File: src/rtl/tap_pkg.sv
// -----------------------------------------------------------------------------
// tap_pkg
// Shared types and constants for the JTAG TAP controller.
//   tap_state_t   : 16-state IEEE 1149.1 TAP state, IEEE encoding (TLR = 4'hF)
//   INST_*        : 2-bit instruction codes seen on the live `inst` input
//   tap_strobes_t : bundle of decoded strobes, one field per controller output
//   inst_is_boundary() : true when the instruction routes DR to the boundary chain
// -----------------------------------------------------------------------------
package tap_pkg;

  typedef enum logic [3:0] {
    EX2_DR = 4'h0,
    EX1_DR = 4'h1,
    SH_DR  = 4'h2,
    PAU_DR = 4'h3,
    SEL_IR = 4'h4,
    UPD_DR = 4'h5,
    CAP_DR = 4'h6,
    SEL_DR = 4'h7,
    EX2_IR = 4'h8,
    EX1_IR = 4'h9,
    SH_IR  = 4'hA,
    PAU_IR = 4'hB,
    RTI    = 4'hC,
    UPD_IR = 4'hD,
    CAP_IR = 4'hE,
    TLR    = 4'hF
  } tap_state_t;

  localparam logic [1:0] INST_EXTEST = 2'b00;
  localparam logic [1:0] INST_SAMPLE = 2'b01;
  localparam logic [1:0] INST_IDCODE = 2'b10;
  localparam logic [1:0] INST_BYPASS = 2'b11;

  typedef struct packed {
    logic shiftir;
    logic updateir;
    logic shiftdr;
    logic clockdr;
    logic updatedr;
    logic bs_en;
    logic ir_rst;
    logic tdo_en;
  } tap_strobes_t;

  function automatic logic inst_is_boundary(input logic [1:0] inst);
    return (inst == INST_EXTEST) || (inst == INST_SAMPLE);
  endfunction

endpackage : tap_pkg

File: src/rtl/tap_controller_if.sv
// -----------------------------------------------------------------------------
// tap_controller_if
// Groups every TAP signal except the clock (TCK) and reset (TRST).
//   Inputs to the controller : TMS, TDI, inst[1:0], ir_tdo, bs_tdo
//   Outputs from controller  : shiftir, updateir, shiftdr, clockdr, updatedr,
//                              bs_en, ir_rst, TDO, tdo_en, state
// Modports:
//   master : the side that drives TMS/TDI/inst and the chain outputs
//   slave  : the TAP controller itself
// Handshake semantics: there is no valid/ready pair; every input is sampled on
// each rising TCK and every output is a level that is valid for the whole
// cycle following the edge that produced it.
// -----------------------------------------------------------------------------
import tap_pkg::*;

interface tap_controller_if;
  logic       TMS;
  logic       TDI;
  logic [1:0] inst;
  logic       ir_tdo;
  logic       bs_tdo;

  logic       shiftir;
  logic       updateir;
  logic       shiftdr;
  logic       clockdr;
  logic       updatedr;
  logic       bs_en;
  logic       ir_rst;
  logic       TDO;
  logic       tdo_en;
  tap_state_t state;

  modport master (
    output TMS, TDI, inst, ir_tdo, bs_tdo,
    input  shiftir, updateir, shiftdr, clockdr, updatedr,
           bs_en, ir_rst, TDO, tdo_en, state
  );

  modport slave (
    input  TMS, TDI, inst, ir_tdo, bs_tdo,
    output shiftir, updateir, shiftdr, clockdr, updatedr,
           bs_en, ir_rst, TDO, tdo_en, state
  );
endinterface : tap_controller_if

File: src/rtl/tap_fsm.sv
// -----------------------------------------------------------------------------
// tap_fsm
// IEEE 1149.1 TAP state register and next-state logic.
//   TCK   : clock, all transitions on rising edge
//   TRST  : synchronous active-high reset to TLR (overrides TMS)
//   TMS   : mode select
//   state : registered current state (also the debug view)
// -----------------------------------------------------------------------------
import tap_pkg::*;

module tap_fsm (
  input  logic       TCK,
  input  logic       TRST,
  input  logic       TMS,
  output tap_state_t state
);

  tap_state_t state_q;
  tap_state_t state_d;

  // State register
  always_ff @(posedge TCK) begin
    if (TRST) state_q <= TLR;
    else      state_q <= state_d;
  end

  // Next-state logic
  always_comb begin
    state_d = state_q;
    unique case (state_q)
      TLR:    state_d = TMS ? TLR    : RTI;
      RTI:    state_d = TMS ? SEL_DR : RTI;
      SEL_DR: state_d = TMS ? SEL_IR : CAP_DR;
      CAP_DR: state_d = TMS ? EX1_DR : SH_DR;
      SH_DR:  state_d = TMS ? EX1_DR : SH_DR;
      EX1_DR: state_d = TMS ? UPD_DR : PAU_DR;
      PAU_DR: state_d = TMS ? EX2_DR : PAU_DR;
      EX2_DR: state_d = TMS ? UPD_DR : SH_DR;
      UPD_DR: state_d = TMS ? SEL_DR : RTI;
      SEL_IR: state_d = TMS ? TLR    : CAP_IR;
      CAP_IR: state_d = TMS ? EX1_IR : SH_IR;
      SH_IR:  state_d = TMS ? EX1_IR : SH_IR;
      EX1_IR: state_d = TMS ? UPD_IR : PAU_IR;
      PAU_IR: state_d = TMS ? EX2_IR : PAU_IR;
      EX2_IR: state_d = TMS ? UPD_IR : SH_IR;
      UPD_IR: state_d = TMS ? SEL_DR : RTI;
      default: state_d = TLR;
    endcase
  end

  assign state = state_q;

endmodule : tap_fsm

File: src/rtl/tap_controller.sv
// -----------------------------------------------------------------------------
// tap_controller
// Single-clock JTAG TAP controller: runs the TAP state machine, decodes the
// IR/DR strobes, owns the bypass register and (optionally) the IDCODE
// register, and muxes the selected chain onto TDO.
//
// Parameter:
//   IDCODE : value loaded into the IDCODE register on capture (bit 0 must be 1)
// Ports:
//   TCK  : the only clock
//   TRST : synchronous active-high reset
//   bus  : tap_controller_if.slave (TMS, TDI, inst, ir_tdo, bs_tdo in;
//          shiftir, updateir, shiftdr, clockdr, updatedr, bs_en, ir_rst,
//          TDO, tdo_en, state out)
// Build option:
//   TAP_IDCODE_EN : when defined, the 32-bit IDCODE register exists and
//                   instruction 10 selects it; otherwise instruction 10
//                   behaves as BYPASS.
// -----------------------------------------------------------------------------
import tap_pkg::*;

module tap_controller #(
  parameter logic [31:0] IDCODE = 32'h1000_0001
) (
  input  logic           TCK,
  input  logic           TRST,
  tap_controller_if.slave bus
);

  // An IDCODE with bit 0 clear would be indistinguishable from a bypass
  // register's captured 0, so reject it at elaboration.
  if (IDCODE[0] != 1'b1) begin : g_idcode_lsb_check
    $error("tap_controller: IDCODE bit 0 must be 1");
  end

  tap_state_t   state;
  tap_strobes_t str;

  tap_fsm u_fsm (
    .TCK   (TCK),
    .TRST  (TRST),
    .TMS   (bus.TMS),
    .state (state)
  );

  // ---------------------------------------------------------------------------
  // DR selection, decoded from the live instruction
  // ---------------------------------------------------------------------------
  logic sel_boundary;
  logic sel_bypass;

  assign sel_boundary = inst_is_boundary(bus.inst);

`ifdef TAP_IDCODE_EN
  logic sel_idcode;
  assign sel_idcode = (bus.inst == INST_IDCODE);
  assign sel_bypass = !sel_boundary && !sel_idcode;
`else
  // Without the IDCODE register, instruction 10 falls through to bypass.
  assign sel_bypass = !sel_boundary;
`endif

  // ---------------------------------------------------------------------------
  // Strobe decode (output process). All terms come from the registered state,
  // so the strobes are free of TMS-induced glitches.
  // ---------------------------------------------------------------------------
  always_comb begin
    str          = '0;
    str.ir_rst   = (state == TLR);
    str.shiftir  = (state == CAP_IR) || (state == SH_IR);
    str.updateir = (state == UPD_IR);
    str.shiftdr  = (state == SH_DR);
    str.clockdr  = sel_boundary && ((state == CAP_DR) || (state == SH_DR));
    str.updatedr = sel_boundary && (state == UPD_DR);
    str.bs_en    = (bus.inst == INST_EXTEST);
    str.tdo_en   = (state == SH_IR) || (state == SH_DR);
  end

  assign bus.shiftir  = str.shiftir;
  assign bus.updateir = str.updateir;
  assign bus.shiftdr  = str.shiftdr;
  assign bus.clockdr  = str.clockdr;
  assign bus.updatedr = str.updatedr;
  assign bus.bs_en    = str.bs_en;
  assign bus.ir_rst   = str.ir_rst;
  assign bus.tdo_en   = str.tdo_en;
  assign bus.state    = state;

  // ---------------------------------------------------------------------------
  // Bypass register: one stage between TDI and TDO, captures 0.
  // ---------------------------------------------------------------------------
  logic bypass_q;
  logic bypass_d;

  always_comb begin
    bypass_d = bypass_q;
    if (sel_bypass) begin
      if (state == CAP_DR)     bypass_d = 1'b0;
      else if (state == SH_DR) bypass_d = bus.TDI;
    end
  end

  always_ff @(posedge TCK) begin
    if (TRST) bypass_q <= 1'b0;
    else      bypass_q <= bypass_d;
  end

  // ---------------------------------------------------------------------------
  // IDCODE register: loads the parameter on capture, shifts right with TDI
  // entering at bit 31, bit 0 is the serial output. Only touched while the
  // IDCODE instruction is live so it keeps its value otherwise.
  // ---------------------------------------------------------------------------
`ifdef TAP_IDCODE_EN
  logic [31:0] idcode_q;
  logic [31:0] idcode_d;

  always_comb begin
    idcode_d = idcode_q;
    if (sel_idcode) begin
      if (state == CAP_DR)     idcode_d = IDCODE;
      else if (state == SH_DR) idcode_d = {bus.TDI, idcode_q[31:1]};
    end
  end

  always_ff @(posedge TCK) begin
    if (TRST) idcode_q <= IDCODE;
    else      idcode_q <= idcode_d;
  end
`endif

  // ---------------------------------------------------------------------------
  // TDO mux
  // ---------------------------------------------------------------------------
  logic dr_tdo;
  logic tdo;

  always_comb begin
    dr_tdo = bypass_q;
    if (sel_boundary) dr_tdo = bus.bs_tdo;
`ifdef TAP_IDCODE_EN
    if (sel_idcode)   dr_tdo = idcode_q[0];
`endif
  end

  always_comb begin
    tdo = 1'b0;
    case (state)
      SH_IR:   tdo = bus.ir_tdo;
      SH_DR:   tdo = dr_tdo;
      default: tdo = 1'b0;
    endcase
  end

  assign bus.TDO = tdo;

endmodule : tap_controller
File: src/flat_wrapper.sv
// flat-port wrapper written by rule: the top's interface ports become plain ports
module tap_controller_flat 
#(
  parameter logic [31:0] IDCODE = 32'h1000_0001
)
  (TCK, TRST, bus_TMS, bus_TDI, bus_inst, bus_ir_tdo, bus_bs_tdo, bus_shiftir, bus_updateir, bus_shiftdr, bus_clockdr, bus_updatedr, bus_bs_en, bus_ir_rst, bus_TDO, bus_tdo_en, bus_state);
  tap_controller_if bus_i ();
  input  logic TCK;
  input  logic TRST;
  input wire logic [$bits(bus_i.TMS)-1:0] bus_TMS;
  input wire logic [$bits(bus_i.TDI)-1:0] bus_TDI;
  input wire logic [$bits(bus_i.inst)-1:0] bus_inst;
  input wire logic [$bits(bus_i.ir_tdo)-1:0] bus_ir_tdo;
  input wire logic [$bits(bus_i.bs_tdo)-1:0] bus_bs_tdo;
  output wire logic [$bits(bus_i.shiftir)-1:0] bus_shiftir;
  output wire logic [$bits(bus_i.updateir)-1:0] bus_updateir;
  output wire logic [$bits(bus_i.shiftdr)-1:0] bus_shiftdr;
  output wire logic [$bits(bus_i.clockdr)-1:0] bus_clockdr;
  output wire logic [$bits(bus_i.updatedr)-1:0] bus_updatedr;
  output wire logic [$bits(bus_i.bs_en)-1:0] bus_bs_en;
  output wire logic [$bits(bus_i.ir_rst)-1:0] bus_ir_rst;
  output wire logic [$bits(bus_i.TDO)-1:0] bus_TDO;
  output wire logic [$bits(bus_i.tdo_en)-1:0] bus_tdo_en;
  output wire logic [$bits(bus_i.state)-1:0] bus_state;
  assign bus_i.TMS = bus_TMS;
  assign bus_i.TDI = bus_TDI;
  assign bus_i.inst = bus_inst;
  assign bus_i.ir_tdo = bus_ir_tdo;
  assign bus_i.bs_tdo = bus_bs_tdo;
  assign bus_shiftir = bus_i.shiftir;
  assign bus_updateir = bus_i.updateir;
  assign bus_shiftdr = bus_i.shiftdr;
  assign bus_clockdr = bus_i.clockdr;
  assign bus_updatedr = bus_i.updatedr;
  assign bus_bs_en = bus_i.bs_en;
  assign bus_ir_rst = bus_i.ir_rst;
  assign bus_TDO = bus_i.TDO;
  assign bus_tdo_en = bus_i.tdo_en;
  assign bus_state = bus_i.state;
  tap_controller #(.IDCODE(IDCODE)) u_core (.TCK(TCK), .TRST(TRST), .bus(bus_i));
endmodule
File: config.mk
export PLATFORM = sky130hd
export DESIGN_NAME = tap_controller_flat
export DESIGN_NICKNAME = d
export VERILOG_FILES = /design/src/rtl/tap_pkg.sv /design/src/rtl/tap_controller_if.sv /design/src/rtl/tap_fsm.sv /design/src/rtl/tap_controller.sv /design/src/flat_wrapper.sv
export SDC_FILE = /design/constraint.sdc
export NUM_CORES = 1
export LEC_CHECK = 0
export ABC_CLOCK_PERIOD_IN_PS = 1740
export BUFFER_PORTS_ARGS = -buffer_cell sky130_fd_sc_hd__buf_2
export CAP_MARGIN = 25
export CORE_AREA = 3 3 40 42
export DETAILED_ROUTE_END_ITERATION = 6
export DIE_AREA = 0 0 43 45
export PLACE_DENSITY_LB_ADDON = 0.08
export SYNTH_ARGS = -nofsm -noshare
export SYNTH_HDL_FRONTEND = slang
export SYNTH_SLANG_ARGS = --single-unit
File: constraint.sdc
create_clock -name TCK -period 1.74 [get_ports TCK]
set_input_delay 0.087 -clock TCK [delete_from_list [all_inputs] [get_ports TCK]]
set_output_delay 0.087 -clock TCK [all_outputs]
set_load 0.01 [all_outputs]
==> out/results.ini, run 1 <==
[outcome]
status=finished, final reports clean

[clock_tree]
root_buffer=clkbuf_4
cts_buffers=3
post_cts_buffers=0
cts_hold_buf=0
htreeDepth=1
cts_tree=built
cts.repair.resized=0
clkTransAtPathRegs_ns=0.05
clock_path_buffers=2
clk_latency_ns=0.24
clock-sinks=5

[pwr]
p_leak_nw=0.253
ir_drop_uv=600
power.density_nw_per_um2=857
total_power_mw=0.411

[floorplanning]
die_h_um=45
rows=13
coreArea_um2=1280
dieArea_um2=1940
ios=21
dieWidth_um=43
initial_core_util_pct=26.7

[placed_design]
dp_hpwl_um=683
numPortBuffers=20
dp_cells=77
place_area_um2=452
gp_congestion=0.625
dp_slack_ns=0.408

[sta]
skew_ns=0.00549
fmax_mhz=643
tns_ns=0
final_max_slew_viol_count=0
rsz0062_at_grt=false
worst_pin_slew_ns=0.369
setup_viol=0
slew_headroom_pct=75.4
finalWorstSetupSlack_ns=0.185
period_minus_slack_ns=1.56
fin_crit_sh_pct=89.4
hold_viol=0

[job]
maxCapViolCount=0

[drt]
drt-total-wl_um=986
viasPerCell=4.73
first_pass_iters=4
ant_nets=0
num_vias=383
post_drt_wl_per_cell_um=12.2
post-route-drc-count=0
drt-initial-drc-count=13

[logic_synthesis]
synth_cell_types=24
syn_nets=52
synth-edff-count=0
synth-main-ff-cell=dfxtp_1
synthesis.area_um2=343
ys_seq_elements=5
synth_compound_area_share_pct=17.2
yosys-top-cells-area=dfxtp_1, nor2_1, mux2i_1, nand2_1, a211o_1
yosys.area_share.simple_pct=43.8
avgSynthCellArea_um2=7.79
synth_top_area_share_pct=29.2
yosys.area_share.adder_pct=0
yosys_warnings=0
async_flop_share_pct=0
muxShareOfSynthArea_pct=5.84
synth_top_family_by_area=simple AND/OR/NAND/NOR gates
synth.largest_area_cell=dfxtp_1
synth_cells=44
synth_xor_area_share_pct=0
yosysSeqAreaShare_pct=29.2

[layout]
fin_nets=75
fin_area_um2=479
final_common_cell=buf_2
final-instance-count-excl-fill=81
drive_above_1_share_pct=42.4
antenna_cells=0
most-common-layout-cells=buf_2, nor2_1, nand2_1, dfxtp_1, clkbuf_4
synthToLayoutAreaGrowth_pct=39.8

[min_path]
hp-class=input port to flop

[global_route]
antenna_found_initial=0
grt_usage_pct=11.0
grt_max_degree=13
grt_pass1_vias=340
grt-ovfl-total=0
grt_pass1_wl_mm=1.61

[critical_path]
required_ns=1.65
cp_data_arrival_time_ns=1.47
end_kind=primary output
path_class=flop to primary output
startpoint_type=flop
crit_fanout=10

==> critical path: stages, from the launching register on <==
cell and delay [ns]:
dfxtp_1 0.48, or2b_4 0.34, nor2_1 0.13, o211a_1 0.15, buf_2 0.12
==> registers in the layout (all words and copies together) (netlist names) <==
| signal | count |
|---|---|
| u_core.bypass_q | 1 |
| u_core.u_fsm.state | 4 |
==> path summary, 6_finish.rpt <==
path / depth (start not counted) / start / endpoint / slack, ns
hold / removal: 2 / TRST / u_core.bypass_q$_SDFFE_PP0P_ / 0.08
hold reg to reg: 2 / u_core.bypass_q$_SDFFE_PP0P_ / u_core.bypass_q$_SDFFE_PP0P_ / 0.50
setup reg to reg: 3 / u_core.u_fsm.state[0]$_SDFF_PP1_ / u_core.u_fsm.state[1]$_SDFF_PP1_ / 0.40
setup / recovery: 4 / u_core.u_fsm.state[1]$_SDFF_PP1_ / bus_TDO / 0.18
==> cell families (layout without fill, tap and decap cells) <==
kind of cell           count (synthesis)  count (layout)
buffers and inverters                  3              25
muxes                                  2               2
DFF                                    5               5
and+or+nand+nor                       26              26
AOI/OAI and AO/OA                      8               8
==> Yosys cell counts, types with 2 or more instances <==
cell and count:
nor2_1 7, dfxtp_1 5, nand2_1 5, a211o_1 2
a21oi_1 2, buf_2 2, mux2i_1 2, nand2b_1 2
nor3_1 2
==> final cells by class <==
type / instances / area (um2)
clock buffers: 4 / 26.3
fillers: 152 / 806
inverters: 1 / 3.75
multi-input cells: 36 / 229
flip-flops and latches: 5 / 101
well taps: 15 / 18.8
repair buffers: 20 / 100
==> power by group <==
group	total [mW]	leakage [nW]	switching, mW	internal, mW
sequential	0.157	0.0410	0.0302	0.127
combinational	0.116	0.197	0.0581	0.0576
clock	0.138	0.0150	0.0507	0.0869
total	0.411	0.253	0.139	0.272
==> per-layer routing <==
| metal | wire, um | global-route usage (%) | share of wire (%) |
|---|---|---|---|
| met5 | 0 | 0 | 0 |
| met4 | 0 | 1.81 | 0 |
| met3 | 95 | 7.17 | 9.6 |
| met2 | 386 | 13.5 | 39 |
| met1 | 503 | 15.9 | 51 |
==> stage by stage <==
| stage | hold slack (ns) | util [%] |
|---|---|---|
| after floorplan | 0.159 | - |
| after global placement | 0.322 | 35.2 |
| after detailed placement | 0.335 | 35.2 |
| after CTS | 0.0773 | 37.2 |
| after global routing | 0.0932 | 37.3 |
| final | 0.0835 | 37.3 |
No activity file was read; power rests on OpenSTA's default activity.
==> run 2: changes to the inputs <==
==> constraint.sdc (replaced) <==
create_clock -name TCK -period 1.74 [get_ports TCK]
set_input_delay 0.348 -clock TCK [delete_from_list [all_inputs] [get_ports TCK]]
set_output_delay 0.348 -clock TCK [all_outputs]
set_load 0.01 [all_outputs]
==> out/results.ini, run 2 (synthesis results as in run 1) <==
[sta]
tns_ns=0  ; unchanged
hold_viol=0  ; unchanged
holdWs_ns=0.343  ; +0.260 ns
setup_viol=0  ; unchanged
skew_ns=0.000354  ; -0.00514 ns
worst_pin_slew_ns=0.386  ; +0.0175 ns
final_max_slew_viol_count=0  ; unchanged
rsz0062_at_grt=false
fmax_mhz=612  ; -4.9%
slew_headroom_pct=74.2  ; -1.2 points
fin_crit_sh_pct=93.9  ; +4.6 points
period_minus_slack_ns=1.63  ; +0.0793 ns

[placed_design]
place_area_um2=459  ; +1.7%
gp_congestion=0.678  ; +8.6%
numPortBuffers=20  ; unchanged
dp_cells=78  ; +1.3%
dp_hpwl_um=721  ; +5.4%

[floorplanning]
ios=21  ; unchanged
coreArea_um2=1280  ; unchanged
rows=13  ; unchanged
initial_core_util_pct=26.7  ; unchanged
die_h_um=45  ; unchanged
dieWidth_um=43  ; unchanged
dieArea_um2=1940  ; unchanged

[outcome]
status=finished, final reports clean

[drt]
post_drt_wl_per_cell_um=12.0  ; -1.8%
ant_nets=0  ; unchanged
drt-initial-drc-count=1  ; -12
post-route-drc-count=0  ; unchanged
viasPerCell=4.62  ; -2.3%
num_vias=379  ; -1.0%
first_pass_iters=2  ; -2
drt-total-wl_um=980  ; -0.61%

[clock_tree]
clk_latency_ns=0.24  ; about the same
root_buffer=clkbuf_4
cts_hold_buf=0  ; unchanged
clock_path_buffers=2  ; unchanged
clock-sinks=5  ; unchanged
cts_buffers=3  ; unchanged
cts_tree=built
htreeDepth=1  ; unchanged
clkTransAtPathRegs_ns=0.04  ; about the same

[critical_path]
startpoint_type=flop
path_class=flop to primary output
end_kind=primary output
slowest_delay_ns=0.38  ; -0.10 ns
worst-path-buf-inv=1  ; unchanged
cp_cell_sequence=or2b_4 -> nor2_2 -> o211a_1 -> buf_2
critPathLaunch=u_core.u_fsm.state[1]$_SDFF_PP1_
required_ns=1.39  ; -0.26 ns
rrSetupSlack_ns=0.45  ; +0.05 ns
slowest_stage=dfxtp_4
crit_fanout=10  ; unchanged
critPathTopFamily=simple AND/OR/NAND/NOR gates
cp_data_arrival_time_ns=1.29  ; -0.18 ns
regToRegStartpoint=u_core.u_fsm.state[1]$_SDFF_PP1_

[layout]
drive_above_1_share_pct=49.3  ; +6.8 points
synthToLayoutAreaGrowth_pct=46.0
largest_reg_flops=4  ; unchanged
final-instance-count-excl-fill=82  ; +1.2%
antenna_cells=0  ; unchanged
filler_cell_count=149  ; -2.0%
most-common-layout-cells=buf_2, nor2_1, nand2_1, clkbuf_4
final_common_cell=buf_2
fin_nets=76  ; +1.3%
fin_area_um2=500  ; +4.4%

[global_route]
grt_usage_pct=9.67  ; -1.3 points
grt_pass1_wl_mm=1.39  ; -14%
grt-ovfl-total=0  ; unchanged
antenna_found_initial=0  ; unchanged
grt_max_degree=12  ; -1
grt_pass1_vias=314  ; -7.6%

[pwr]
p_sw_share_pct=33.1  ; -0.77 points
power_frac_clock_pct=32.1  ; -1.4 points
power_frac_comb_pct=30.2  ; +2.0 points
ir_drop_uv=398  ; -34%
p_leak_nw=0.258  ; +2.2%
p_sw_mw=0.137  ; -1.5%
pwr-share-seq_pct=37.7  ; -0.6 points
power.density_nw_per_um2=827  ; -3.5%
intPower_mw=0.277  ; +2.0%

[job]
maxCapViolCount=0  ; unchanged

[min_path]
hp-class=input port to flop
hp-start=TRST

## run 2: final timing paths
check | cells past startpoint | end
worst max register to register | 3 | u_core.u_fsm.state[1]$_SDFF_PP1_
worst max-delay path | 4 | bus_TDO
worst min-delay path | 2 | u_core.bypass_q$_SDFFE_PP0P_
worst min register to register | 2 | u_core.bypass_q$_SDFFE_PP0P_
## run 2: layout make-up
| cell class | instances | area, um2 | share of cell area, % |
|---|---|---|---|
| inverters | 1 | 3.75 | 0.750 |
| multi-input cells | 36 | 238 | 47.5 |
| repair buffers | 21 | 108 | 21.5 |
| well taps | 15 | 18.8 | 3.75 |
| flip-flops and latches | 5 | 106 | 21.3 |
| clock buffers | 4 | 26.3 | 5.25 |
## run 2: layer usage
| layer | vias to the layer above | wire length (um) | global-route usage [%] | part of all wire, % |
|---|---|---|---|---|
| met5 | - | 0 | 0 | 0 |
| met4 | 0 | 15 | 7.23 | 1.5 |
| met3 | 2 | 66 | 1.59 | 6.7 |
| met2 | 13 | 402 | 12.0 | 41 |
| met1 | 165 | 495 | 14.5 | 51 |
| li1 | 199 | - | - | - |
## run 2: worst register-to-register path, delay by kind of cell, from the launching register on
family	cells	cell delay [ns]
simple gates	2	0.74
flops	1	0.36
compound gates	1	0.05
## run 2: repair_timing
item                       4_1_cts  5_1_grt
buffers inserted                 0        0
setup endpoints to repair        1        2
resized for setup                1        5
## run 2: power groups by stage
stage / Sequential (mW) / Combinational [mW] / Clock, mW
after floorplan: 0.145 / 0.0808 / 0
after global placement: 0.154 / 0.124 / 0
after detailed placement: 0.155 / 0.123 / 0
after CTS: 0.154 / 0.124 / 0.138
after global routing: 0.159 / 0.139 / 0.146
final: 0.156 / 0.125 / 0.133
## run 2: stage by stage
stage / utilization [%] / power [mW] / setup WS, ns
floorplan: - / 0.226 / 0.188
global placement: 35.7 / 0.278 / 0.264
detailed placement: 35.7 / 0.279 / 0.219
CTS: 37.9 / 0.416 / 0.0443
global route: 38.9 / 0.444 / 0.0436
finish: 38.9 / 0.414 / 0.106
==> run 3: changes to the inputs <==
--- a/config.mk
+++ b/config.mk
@@ -5,12 +5,13 @@
 export SDC_FILE = /design/constraint.sdc
 export NUM_CORES = 1
 export LEC_CHECK = 0
-export ABC_CLOCK_PERIOD_IN_PS = 1740
+export ABC_CLOCK_PERIOD_IN_PS = 1700
 export BUFFER_PORTS_ARGS = -buffer_cell sky130_fd_sc_hd__buf_2
 export CAP_MARGIN = 25
 export CORE_AREA = 3 3 40 42
 export DETAILED_ROUTE_END_ITERATION = 6
 export DIE_AREA = 0 0 43 45
+export HOLD_SLACK_MARGIN = 0.15
 export PLACE_DENSITY_LB_ADDON = 0.08
 export SYNTH_ARGS = -nofsm -noshare
 export SYNTH_HDL_FRONTEND = slang
==> constraint.sdc (replaced) <==
create_clock -name TCK -period 1.7 [get_ports TCK]
set_input_delay 0.34 -clock TCK [delete_from_list [all_inputs] [get_ports TCK]]
set_output_delay 0.34 -clock TCK [all_outputs]
set_load 0.01 [all_outputs]
==> out/results.ini, run 3 (synthesis results as in run 1) <==
[layout]
synthToLayoutAreaGrowth_pct=46.0  ; unchanged
drive_above_1_share_pct=49.3  ; unchanged
fin_nets=76  ; unchanged
final_common_cell=buf_2
most-common-layout-cells=buf_2, nor2_1, nand2_1, clkbuf_4
filler_cell_count=149  ; unchanged
antenna_cells=0  ; unchanged
largest_reg_flops=4  ; unchanged

[global_route]
grt_max_degree=12  ; unchanged
grt_pass1_wl_mm=1.48  ; +7.0%
antenna_found_initial=0  ; unchanged
grt_usage_pct=10.2  ; +0.51 points
grt_pass1_vias=335  ; +6.7%
grt-ovfl-total=0  ; unchanged

[critical_path]
required_ns=1.36  ; -0.03 ns
reg2reg_to=u_core.u_fsm.state[1]$_SDFF_PP1_
r2r_cells=3  ; unchanged
end_kind=primary output
startpoint_type=flop
cp_data_arrival_time_ns=1.27  ; -0.02 ns
regToRegStartpoint=u_core.u_fsm.state[1]$_SDFF_PP1_
path_class=flop to primary output
rrSetupSlack_ns=0.42  ; -0.03 ns
crit_fanout=11  ; +1

[drt]
post_drt_wl_per_cell_um=11.8  ; -1.4%
ant_nets=0  ; unchanged
post-route-drc-count=0  ; unchanged
first_pass_iters=2  ; unchanged
viasPerCell=4.72  ; +2.1%
drt-initial-drc-count=1  ; unchanged
drt-total-wl_um=966  ; -1.4%
num_vias=387  ; +2.1%

[clock_tree]
cts_buffers=3  ; unchanged
cts_hold_buf=0  ; unchanged
cts.repair.resized=1  ; unchanged
clock_path_buffers=2  ; unchanged
root_buffer=clkbuf_4
clk_latency_ns=0.23  ; about the same
htreeDepth=1  ; unchanged
post_cts_buffers=0  ; unchanged
clkTransAtPathRegs_ns=0.04  ; about the same
cts_tree=built
clock-sinks=5  ; unchanged

[sta]
fmax_mhz=621
worst_pin_slew_ns=0.380  ; -0.00604 ns
hold_viol=0  ; unchanged
final_max_slew_viol_count=0  ; unchanged
tns_ns=0  ; unchanged
slew_headroom_pct=74.6  ; +0.40 points
rsz0062_at_grt=false
fin_crit_sh_pct=94.7
period_minus_slack_ns=1.61
setup_viol=0  ; unchanged
skew_ns=0.000381  ; +0.0000271 ns

[floorplanning]
dieArea_um2=1940  ; unchanged
dieWidth_um=43  ; unchanged
initial_core_util_pct=26.7  ; unchanged
rows=13  ; unchanged
coreArea_um2=1280  ; unchanged
ios=21  ; unchanged
die_h_um=45  ; unchanged

[pwr]
ir_drop_uv=428  ; +7.4%
total_power_mw=0.421  ; +1.6%
power.density_nw_per_um2=840  ; +1.6%
p_leak_nw=0.258  ; unchanged

[placed_design]
dp_hpwl_um=710  ; -1.4%
gp_congestion=0.681  ; +0.32%
numPortBuffers=20  ; unchanged

[min_path]
hp-class=input port to flop
holdPathStages=2  ; unchanged
min_to=u_core.bypass_q$_SDFFE_PP0P_
hp-start=TRST

[job]
maxCapViolCount=0  ; unchanged

[outcome]
status=finished, final reports clean

[run 3: cell counts in the layout (fill, tap and decap cells not counted)]
No cell type changed its count.
[run 3: critical path, stage by stage, from the launching register on]
cell	delay (ns)
dfxtp_1	0.54
inv_1	0.13
o211a_1	0.23
buf_2	0.13
[run 3: worst max-delay path by stage]
stage                                           startpoint  cells past startpoint  slack (ns)       to
final                     u_core.u_fsm.state[3]$_SDFF_PP1_                      3        0.09  bus_TDO
after global routing      u_core.u_fsm.state[1]$_SDFF_PP1_                      4        0.01  bus_TDO
after CTS                 u_core.u_fsm.state[1]$_SDFF_PP1_                      4        0.02  bus_TDO
after detailed placement  u_core.u_fsm.state[1]$_SDFF_PP1_                      4        0.20  bus_TDO
after global placement    u_core.u_fsm.state[1]$_SDFF_PP1_                      4        0.23  bus_TDO
after floorplan           u_core.u_fsm.state[1]$_SDFF_PP1_                      3        0.16  bus_TDO
[run 3: per-layer routing]
layer  global-route usage, %  up-vias  wire [um]
li1                        -      200          -
met1                    14.3      176        447
met2                    13.8       11        446
met3                    1.99        0         72
met4                    7.23        0          0
met5                       0        -          0
[run 3: area by class of cell]
class,instances,area [um2],area share [%]
clock buffers,4,26.3,5.25
flip-flops and latches,5,106,21.3
inverters,1,3.75,0.750
repair buffers,21,108,21.5
well taps,15,18.8,3.75
multi-input cells,36,238,47.5
[run 3: power by group]
part / switching (mW) / internal, mW
Combinational: 0.0652 / 0.0630
Clock: 0.0457 / 0.0886
Sequential: 0.0262 / 0.132
[run 3: metrics by stage]
step	area (um2)	std cells	setup WS (ns)	hold WS, ns	util, %
floorplan	343	44	0.156	0.412	-
global placement	459	78	0.231	0.491	35.7
detailed placement	459	78	0.200	0.501	35.7
CTS	487	82	0.0241	0.345	37.9
global route	500	82	0.0135	0.353	38.9
finish	500	82	0.0904	0.340	38.9
